`config.mk`:
```
export PLATFORM = sky130hd
export DESIGN_NAME = ins_fetch_q
export DESIGN_NICKNAME = d
export VERILOG_FILES = /design/src/rtl/ins_fetch_q_pkg.sv /design/src/rtl/ins_fetch_q_fifo.sv /design/src/rtl/ins_fetch_q.sv
export SDC_FILE = /design/constraint.sdc
export NUM_CORES = 1
export LEC_CHECK = 0
export BUFFER_PORTS_ARGS = -buffer_cell sky130_fd_sc_hd__buf_2
export CAP_MARGIN = 20
export CELL_PAD_IN_SITES_DETAIL_PLACEMENT = 0
export CELL_PAD_IN_SITES_GLOBAL_PLACEMENT = 2
export CORE_ASPECT_RATIO = 0.6
export CORE_MARGIN = 2
export CORE_UTILIZATION = 41
export DETAILED_ROUTE_END_ITERATION = 12
export GPL_ROUTABILITY_DRIVEN = 0
export PLACE_DENSITY = 0.89
export SLEW_MARGIN = 25
export SYNTH_ARGS = -nofsm -noshare
export SYNTH_HDL_FRONTEND = slang
export SYNTH_HIERARCHICAL = 1
export SYNTH_SLANG_ARGS = --single-unit
```
`constraint.sdc`:
```
create_clock -name clk -period 10.4 [get_ports clk]
set_input_delay 2.08 -clock clk [delete_from_list [all_inputs] [get_ports clk]]
set_output_delay 2.08 -clock clk [all_outputs]
set_load 0.01 [all_outputs]
```
`src/rtl/ins_fetch_q_pkg.sv`:
```
// Shared constants for the fetch queue: opcodes, RVC quadrant patterns, FSM states
// and immediate extraction helpers (32-bit instruction encodings).
package ins_fetch_q_pkg;

    localparam int DAT_W = 32;

    localparam logic [6:0] OPC_JAL = 7'b1101111;
    localparam logic [6:0] OPC_BR  = 7'b1100011;

    // {ins[15:13], ins[1:0]} patterns for compressed control flow
    localparam logic [4:0] CJ    = 5'b10101;
    localparam logic [4:0] CJAL  = 5'b00101;
    localparam logic [4:0] CBEQZ = 5'b11001;
    localparam logic [4:0] CBNEZ = 5'b11101;

    typedef enum logic {
        ST_FETCH = 1'b0,
        ST_WAIT  = 1'b1
    } fetch_st_e;

    function automatic logic signed [31:0] imm_j(input logic [31:0] i);
        return 32'(signed'({i[31], i[19:12], i[20], i[30:21], 1'b0}));
    endfunction

    function automatic logic signed [31:0] imm_b(input logic [31:0] i);
        return 32'(signed'({i[31], i[7], i[30:25], i[11:8], 1'b0}));
    endfunction

    function automatic logic signed [31:0] imm_cj(input logic [31:0] i);
        return 32'(signed'({i[12], i[8], i[10:9], i[6], i[7], i[2], i[11], i[5:3], 1'b0}));
    endfunction

    function automatic logic signed [31:0] imm_cb(input logic [31:0] i);
        return 32'(signed'({i[12], i[6:5], i[2], i[11:10], i[4:3], 1'b0}));
    endfunction

endpackage

```
`src/rtl/ins_fetch_q_fifo.sv`:
```
// Generic DEPTH x W FIFO with push/pop/flush and occupancy count.
// Caller must not push when full; flush wins over push/pop.
module ins_fifo #(
    parameter int DEPTH = 4,
    parameter int W     = 66
) (
    input  logic                     clk,
    input  logic                     rst,
    input  logic                     flush,
    input  logic                     push,
    input  logic                     pop,
    input  logic [W-1:0]             din,
    output logic [W-1:0]             dout,
    output logic [$clog2(DEPTH):0]   cnt
);
    localparam int AW = $clog2(DEPTH);

    logic [W-1:0]  mem_q [DEPTH];
    logic [AW-1:0] wr_ptr_q, wr_ptr_d;
    logic [AW-1:0] rd_ptr_q, rd_ptr_d;
    logic [AW:0]   cnt_q, cnt_d;

    always_comb begin
        wr_ptr_d = wr_ptr_q;
        rd_ptr_d = rd_ptr_q;
        cnt_d    = cnt_q;
        if (flush) begin
            wr_ptr_d = '0;
            rd_ptr_d = '0;
            cnt_d    = '0;
        end else begin
            // power-of-two depth: pointers wrap naturally
            wr_ptr_d = wr_ptr_q + AW'(push);
            rd_ptr_d = rd_ptr_q + AW'(pop);
            cnt_d    = cnt_q + (AW+1)'(push) - (AW+1)'(pop);
        end
    end

    always_ff @(posedge clk or posedge rst) begin
        if (rst) begin
            wr_ptr_q <= '0;
            rd_ptr_q <= '0;
            cnt_q    <= '0;
        end else begin
            wr_ptr_q <= wr_ptr_d;
            rd_ptr_q <= rd_ptr_d;
            cnt_q    <= cnt_d;
        end
    end

    always_ff @(posedge clk) begin
        if (push && !flush) mem_q[wr_ptr_q] <= din;
    end

    assign dout = mem_q[rd_ptr_q];
    assign cnt  = cnt_q;

endmodule

```
`src/rtl/ins_fetch_q.sv`:
```
// Fetch unit: next-PC prediction, icache miss handshake, QDEPTH-deep instruction queue.
// Define INS_FETCH_RVC_EN to enable compressed-instruction detection and C jump/branch targets.
module ins_fetch_q
    import ins_fetch_q_pkg::*;
#(
    parameter int              XLEN     = DAT_W,
    parameter int              QDEPTH   = 4,
    parameter logic [XLEN-1:0] RESET_PC = 32'h0
) (
    input  logic                      clk,
    input  logic                      rst,
    input  logic                      en,
    input  logic                      ic_en_i,
    input  logic [XLEN-1:0]           ic_ins_i,
    output logic                      ic_en_o,
    output logic [XLEN-1:0]           ic_pc_o,
    output logic [XLEN-1:0]           bp_pc_o,
    input  logic                      bp_br_i,
    input  logic                      br_flag_i,
    input  logic [XLEN-1:0]           br_cbt_i,
    output logic                      is_valid_o,
    input  logic                      is_ready_i,
    output logic [XLEN-1:0]           is_ins_o,
    output logic [XLEN-1:0]           is_pc_o,
    output logic                      is_ic_o,
    output logic                      is_pbr_o,
    output logic [$clog2(QDEPTH):0]   q_cnt_o
);
    localparam int CW = $clog2(QDEPTH) + 1;
    localparam int EW = 2 * XLEN + 2;

    fetch_st_e       state_q, state_d;
    logic [XLEN-1:0] pc_q, pc_d;
    logic            ic_en_q, ic_en_d;

    logic [CW-1:0]   cnt;
    logic [EW-1:0]   enq_ent, head_ent;
    logic            full, enq, deq, flush;
    logic [31:0]     ins;
    logic            is_c, is_jal, is_br, is_cj, is_cb, pbr;
    logic [XLEN-1:0] npc;

    assign ins = ic_ins_i[31:0];

`ifdef INS_FETCH_RVC_EN
    logic [4:0] cq;
    assign cq     = {ins[15:13], ins[1:0]};
    assign is_c   = (ins[1:0] != 2'b11);
    assign is_jal = (ins[6:0] == OPC_JAL);
    assign is_br  = (ins[6:0] == OPC_BR);
    assign is_cj  = (cq == CJ) || (cq == CJAL);
    assign is_cb  = (cq == CBEQZ) || (cq == CBNEZ);
`else
    // everything is 32-bit; the length bits are not decoded
    assign is_c   = 1'b0;
    assign is_jal = (ins[6:2] == OPC_JAL[6:2]);
    assign is_br  = (ins[6:2] == OPC_BR[6:2]);
    assign is_cj  = 1'b0;
    assign is_cb  = 1'b0;
`endif

    assign pbr = bp_br_i && (is_br || is_cb);

    always_comb begin
        npc = pc_q + (is_c ? XLEN'(2) : XLEN'(4));
        if (is_jal)              npc = pc_q + XLEN'(imm_j(ins));
        else if (is_br && bp_br_i) npc = pc_q + XLEN'(imm_b(ins));
        else if (is_cj)          npc = pc_q + XLEN'(imm_cj(ins));
        else if (is_cb && bp_br_i) npc = pc_q + XLEN'(imm_cb(ins));
    end

    assign full       = (cnt == CW'(QDEPTH));
    assign is_valid_o = (cnt != '0) && !br_flag_i;
    assign flush      = en && br_flag_i;
    assign deq        = en && is_valid_o && is_ready_i;
    // fullness is judged before this cycle's dequeue: no bypass into a full queue
    assign enq        = en && !br_flag_i && (state_q == ST_FETCH) && !full && ic_en_i;
    assign enq_ent    = {ic_ins_i, pc_q, is_c, pbr};

    always_comb begin
        state_d = state_q;
        pc_d    = pc_q;
        ic_en_d = ic_en_q;
        if (en) begin
            if (br_flag_i) begin
                pc_d    = br_cbt_i;
                state_d = ST_FETCH;
                ic_en_d = 1'b0;
            end else begin
                case (state_q)
                    ST_FETCH: begin
                        if (full) begin
                            ic_en_d = 1'b0;
                        end else if (ic_en_i) begin
                            pc_d = npc;
                        end else begin
                            state_d = ST_WAIT;
                            ic_en_d = 1'b1;
                        end
                    end
                    ST_WAIT: begin
                        if (ic_en_i) begin
                            state_d = ST_FETCH;
                            ic_en_d = 1'b0;
                        end
                    end
                    default: state_d = ST_FETCH;
                endcase
            end
        end
    end

    always_ff @(posedge clk or posedge rst) begin
        if (rst) begin
            state_q <= ST_FETCH;
            pc_q    <= RESET_PC;
            ic_en_q <= 1'b0;
        end else begin
            state_q <= state_d;
            pc_q    <= pc_d;
            ic_en_q <= ic_en_d;
        end
    end

    ins_fifo #(.DEPTH(QDEPTH), .W(EW)) u_fifo (
        .clk   (clk),
        .rst   (rst),
        .flush (flush),
        .push  (enq),
        .pop   (deq),
        .din   (enq_ent),
        .dout  (head_ent),
        .cnt   (cnt)
    );

    assign {is_ins_o, is_pc_o, is_ic_o, is_pbr_o} = head_ent;
    assign ic_en_o = ic_en_q;
    assign ic_pc_o = pc_q;
    assign bp_pc_o = pc_q;
    assign q_cnt_o = cnt;

endmodule

```
# == Yosys cells after proc, flatten, opt, wreduce, memory -nomap -nowiden ==
# Memories as Yosys holds them, arrays and structs flattened.
# Index checks and enable logic that the tools add are counted.
# totals
latchBits,0
inputBits,71
memories,1
register_bits,41
out_inout_bits,135
mem_bits_ro,0
mem_bits_rw,260
word_cells,59
# op_classes
n_mul,0
div,0
add_sub_neg,7
shifts,0
mux,20
order_cmp,0
reduce_logical,17
eq_ne,7
n_bitwise,1
# memory_table
memory,words,width,read_ports,rd_ports_with_merged_regs,wr,line,text
u_fifo.mem_q,4,65,1,0,1,ins_fetch_q_fifo.sv:18,logic [W-1:0] mem_q [DEPTH];
# ops
op,count
32-bit two-way mux,6
32-bit adder,2
32-bit by 3-bit adder with 32-bit output (second input constant),1
5-bit == test (second input constant),2
1-bit logical AND,10
1-bit two-way mux,9
2-bit by 1-bit adder with 2-bit output,2
2-bit two-way mux,2
2-bit inequality test (second input constant),2
4-bit inequality test (second input constant),1
1-bit case mux with 2 select lines,2
4-bit AND reduction,1
3-bit by 1-bit adder with 3-bit output,1
3-bit == test (second input constant),1
1-bit zero test,3
3-bit two-way mux,1
3-bit inequality test (second input constant),1
3-bit AND reduction,1
3-bit nonzero test,1
3-bit by 1-bit subtractor with 3-bit output,1
2-bit nonzero test,1
1-bit NOT,1

# == Logic depth before layout (Yosys ltp) ==
# logic_depth
ltp_word,8
mapped_depth,12

# == Cells and area by module ==
# Netlist, hierarchy kept.
# modules_own_cells
module,instances,seq_area_each_um2,cells_each,area_each_um2
ins_fifo,1,8102.8,375,9892.0
ins_fetch_q,1,850.8,735,5469.0

# == Worst setup path before layout ==
# OpenSTA, ideal clock, no wires.
# synth_path
path_type,input to register
from,input port br_flag_i
to,memory u_fifo/mem_q[0][0] (netlist name) (enable)
t_required_ns,9.724
arrival_time_ns,9.869
setup_ns,0.676
setup_slack_ns,-0.146
stages,6
cell_sequence,clkbuf_1 -> inv_1 -> nand2_1 -> inv_1 -> clkbuf_1 -> nor4b_1
# synth_between
elab_chain_cells,8
elab_cells_between_ends,10
# synth_rtl
item,line,text
from (decl),ins_fetch_q.sv:19,"input logic br_flag_i,"
1-bit zero test,ins_fetch_q.sv:77,assign enq = en && !br_flag_i && (state_q == ST_FETCH) && !full && ic_en_i;
1-bit logical AND (4 in series),ins_fetch_q.sv:77,
net enq,ins_fetch_q.sv:38,"logic full, enq, deq, flush;"
1-bit logical AND,ins_fetch_q_fifo.sv:52,if (push && !flush) mem_q[wr_ptr_q] <= din;
1-bit two-way mux,ins_fetch_q_fifo.sv:52,
1-bit two-way mux (implied by the code),ins_fetch_q_fifo.sv:52,
to (decl),ins_fetch_q_fifo.sv:18,
# The timed path passes the listed nets, and every way through them passes these cells.

# == Final worst setup path ==
# layout_path
from,input port br_flag_i
to,memory u_fifo/mem_q[2][18] (netlist name) (enable)
# layout_between
elab_chain_cells,8
elab_cells_between_ends,10
# layout_rtl
item,line
1-bit zero test,ins_fetch_q.sv:77
1-bit logical AND (4 in series),ins_fetch_q.sv:77
1-bit logical AND *,ins_fetch_q_fifo.sv:52
1-bit two-way mux *,ins_fetch_q_fifo.sv:52
1-bit two-way mux (implied by the code) *,ins_fetch_q_fifo.sv:52
# Every way passes the cells marked *; elsewhere a longest branch is shown, timed or not.

==> results.py <==
metrics = {
    "worst_setup_path": {
        "cp-end-kind": "flop",
        "r2r_cells": 10,
        "r2r-start": "u_fifo/cnt[1]$_DFF_PP0_",
        "critPathLaunchType": "input pin",
        "worstPathArrival_ps": 5530,
        "r2r-end": "u_fifo/mem_q[2][18]$_DFFE_PP_",
        "startpoint": "br_flag_i",
        "required_ps": 10590,
        "rrSetupSlack_ps": 6250,
        "worstSetupPathType": "input pin to flop",
        "crit_path_max_fanout": 43,
    },
    "final_layout": {
        "final_common_cell": "edfxtp_1",
        "final_util": 0.4805,
        "final_cells": 1810,
        "most-common-layout-cells": "edfxtp_1 (264), buf_2 (205), a21oi_1 (74), mux4_2 (66), nand2_1 (65)",
        "nets": 1406,
        "area_growth_syn_to_layout_pct": 14.54,
        "fillCellCount": 3267,
        "drive_gt1_frac": 0.2728,
    },
    "pwr": {
        "powerDensity_nw_per_um2": 221.0,
        "p_int_mw": 2.531,
        "pwr-share-comb": 0.321,
        "p_clk_frac": 0.251,
        "ir_drop_v": 0.0001691,
        "leakagePower_nw": 6.348,
        "switching_share": 0.3492,
        "power.switching_mw": 1.358,
        "seq_power_share": 0.427,
    },
    "logic_synthesis": {
        "ys_ff_latch": 305,
        "synth_top_flop_cell": "edfxtp_1",
        "ys_seq_area_frac": 0.5829,
        "synth_area_leader_cell": "edfxtp_1",
        "async_flop_share": 0.1344,
        "synth_edf_count": 264,
        "ys_warn_count": 6,
        "synth_cell_type_count": 86,
        "synth.top_cell.area_share": 0.5161,
        "avgSynthCellArea_um2": 13.84,
        "syn_area_um2": 15360,
        "synthCells": 1110,
        "ys_top_cells_by_area": "edfxtp_1 (52%), mux4_2 (9.7%), dfrtp_1 (6.7%)",
    },
    "timing": {
        "relSlewSlack": 0.4250,
        "setup-tns-final_ps": 0,
        "rsz0062_at_grt": "no",
        "drv_slew": 0,
        "period_share": 0.5128,
        "clock_skew_ps": 19.07,
        "hold_viol": 0,
        "fmax_mhz": 187.5,
        "final-setup-viol-count": 0,
        "min_period_ps": 5333,
        "worst_pin_slew_ps": 862.6,
    },
    "clock_tree": {
        "cts.htree.levels": 1,
        "root_buffer": "clkbuf_16",
        "ctsHoldBuffers": 0,
        "cts_tree": "yes",
        "cts_resized": 0,
        "worstSkewPairLatency_ps": 570,
        "numCtsBuffers": 28,
        "clock_sinks": 305,
        "cts_setup_buffers": 0,
        "clk_path_buf_depth": 3,
        "cts.clk_slew.worst_paths_ps": 60,
    },
    "routing": {
        "routed_wl_um": 42920,
        "num_vias": 10460,
        "drc": 0,
        "drtIter0Drc": 1187,
        "routed_via_density": 5.778,
        "firstDrtPassIters": 5,
        "antenna_left": 0,
        "wire_per_inst_um": 23.71,
    },
    "floorplanning": {
        "pin_count": 206,
        "die_w_um": 253.9,
        "core_um2": 36620,
        "dieArea_um2": 39080,
        "die_h_um": 153.9,
        "core.rowCount": 54,
        "initial_core_util": 0.4195,
    },
    "placed_design": {
        "post-dp-hpwl_um": 29330,
        "io_buffers": 205,
        "dp_cells": 1757,
    },
    "run": {
        "maxCapViolCount": 0,
    },
    "status": {
        "status": "completed",
    },
    "grt": {
        "grt_max_degree": 68,
        "antenna_found_initial": 0,
        "grt_usage": 0.2191,
        "grt_pass1_vias": 9990,
        "grt_pass1_wl_um": 64630,
        "grt_overflow": 0,
    },
    "worst_hold_path": {
        "holdPathStages": 2,
        "min-delay-start": "ic_en_o$_DFFE_PP0P_",
        "min_to": "ic_en_o$_DFFE_PP0P_",
        "hp-class": "flop to flop",
    },
}
## power groups by stage
stage                     sequential [mW]  clock (mW)  combinational [mW]
after floorplan                      1.59           0               0.915
after global placement               1.69           0                1.23
after detailed placement             1.70           0                1.23
after CTS                            1.67        1.00                1.24
after global routing                 1.68        1.05                1.36
final                                1.66       0.978                1.25
## metal layers
metal,global-route usage,part of all wire,vias up
met5,0,0,-
met4,0.03417,0.013,0
met3,0.04351,0.080,36
met2,0.2985,0.41,457
met1,0.3608,0.49,5269
li1,-,-,4697
## critical path, stage by stage
cell and delay [ps]:
buf_2 570, o21a_1 220, buf_4 270, nand2_1 290, inv_1 590, nor4bb_4 380, buf_4 420, buf_4 610
## synth_stat cells (all sizes together), types with 6 or more instances
master,number
and2,8
nor2,54
or3,7
o22ai,8
clkbuf,25
dfrtp,41
nand4,11
o31ai,8
nor3,18
ha,48
and3,17
o21a,10
xnor2,28
nand2b,8
o21ai,70
mux4,66
a31oi,6
o221ai,8
a21oi,77
edfxtp,264
nand3,25
o211ai,7
inv,23
a21o,23
a211oi,17
buf,54
nand2,67
xor2,25
## cell type report
cell class,instances,area [um^2],share of cell area
well taps,504,630.6,0.03584
clock inverters,11,98.84,0.005618
multi-input cells,706,5904,0.3356
clock buffers,40,755.7,0.04295
diodes,1,2.502,0.0001422
flip-flops and latches,305,8961,0.5093
inverters,23,86.33,0.004907
repair buffers,220,1155,0.06564
## flip-flops by register name, summed over array words and instances (netlist names)
| name | cells |
|---|---|
| bp_pc_o | 32 |
| u_fifo/cnt | 3 |
| u_fifo/mem_q | 264 |
| state_q | 1 |
| ic_en_o | 1 |
| u_fifo/wr_ptr_q | 2 |
| u_fifo/rd_ptr_q | 2 |
## kinds of logic (layout without fill, tap and decap cells)
group,count (synthesis),in the layout,share of synthesized area
DFF,305,305,0.5829
AOI/OAI and AO/OA,287,287,0.1275
and+or+nand+nor,239,239,0.07771
buffers and inverters,102,294,0.03690
muxes,71,71,0.1001
xor gates and xnor gates,54,54,0.03169
adders and majority gates,51,51,0.04301
other,1,5,0.0002441
## how the worst max path moves through the flow
| stage | end | slack (ps) | depth (start not counted) |
|---|---|---|---|
| final | u_fifo/mem_q[2][18]$_DFFE_PP_ | 5070 | 8 |
| after global routing | u_fifo/mem_q[2][14]$_DFFE_PP_ | 4920 | 8 |
| after CTS | u_fifo/mem_q[2][17]$_DFFE_PP_ | 5140 | 8 |
| after detailed placement | u_fifo/mem_q[2][18]$_DFFE_PP_ | 4550 | 8 |
| after global placement | u_fifo/mem_q[2][17]$_DFFE_PP_ | 4630 | 8 |
| after floorplan | u_fifo/mem_q[2][0]$_DFFE_PP_ | 360 | 6 |
## through the flow
step                      power, mW  area (um^2)  setup WS [ps]  hold slack, ps
after floorplan               2.509        15380          363.7           485.4
after global placement        2.918        16710           4633           515.7
after detailed placement      2.926        16710           4553           576.2
final                         3.889        17590           5067           586.8
after global routing          4.094        17590           4923           611.9
after CTS                     3.909        17570           5136           588.1
(Power assumes the default switching activity.)
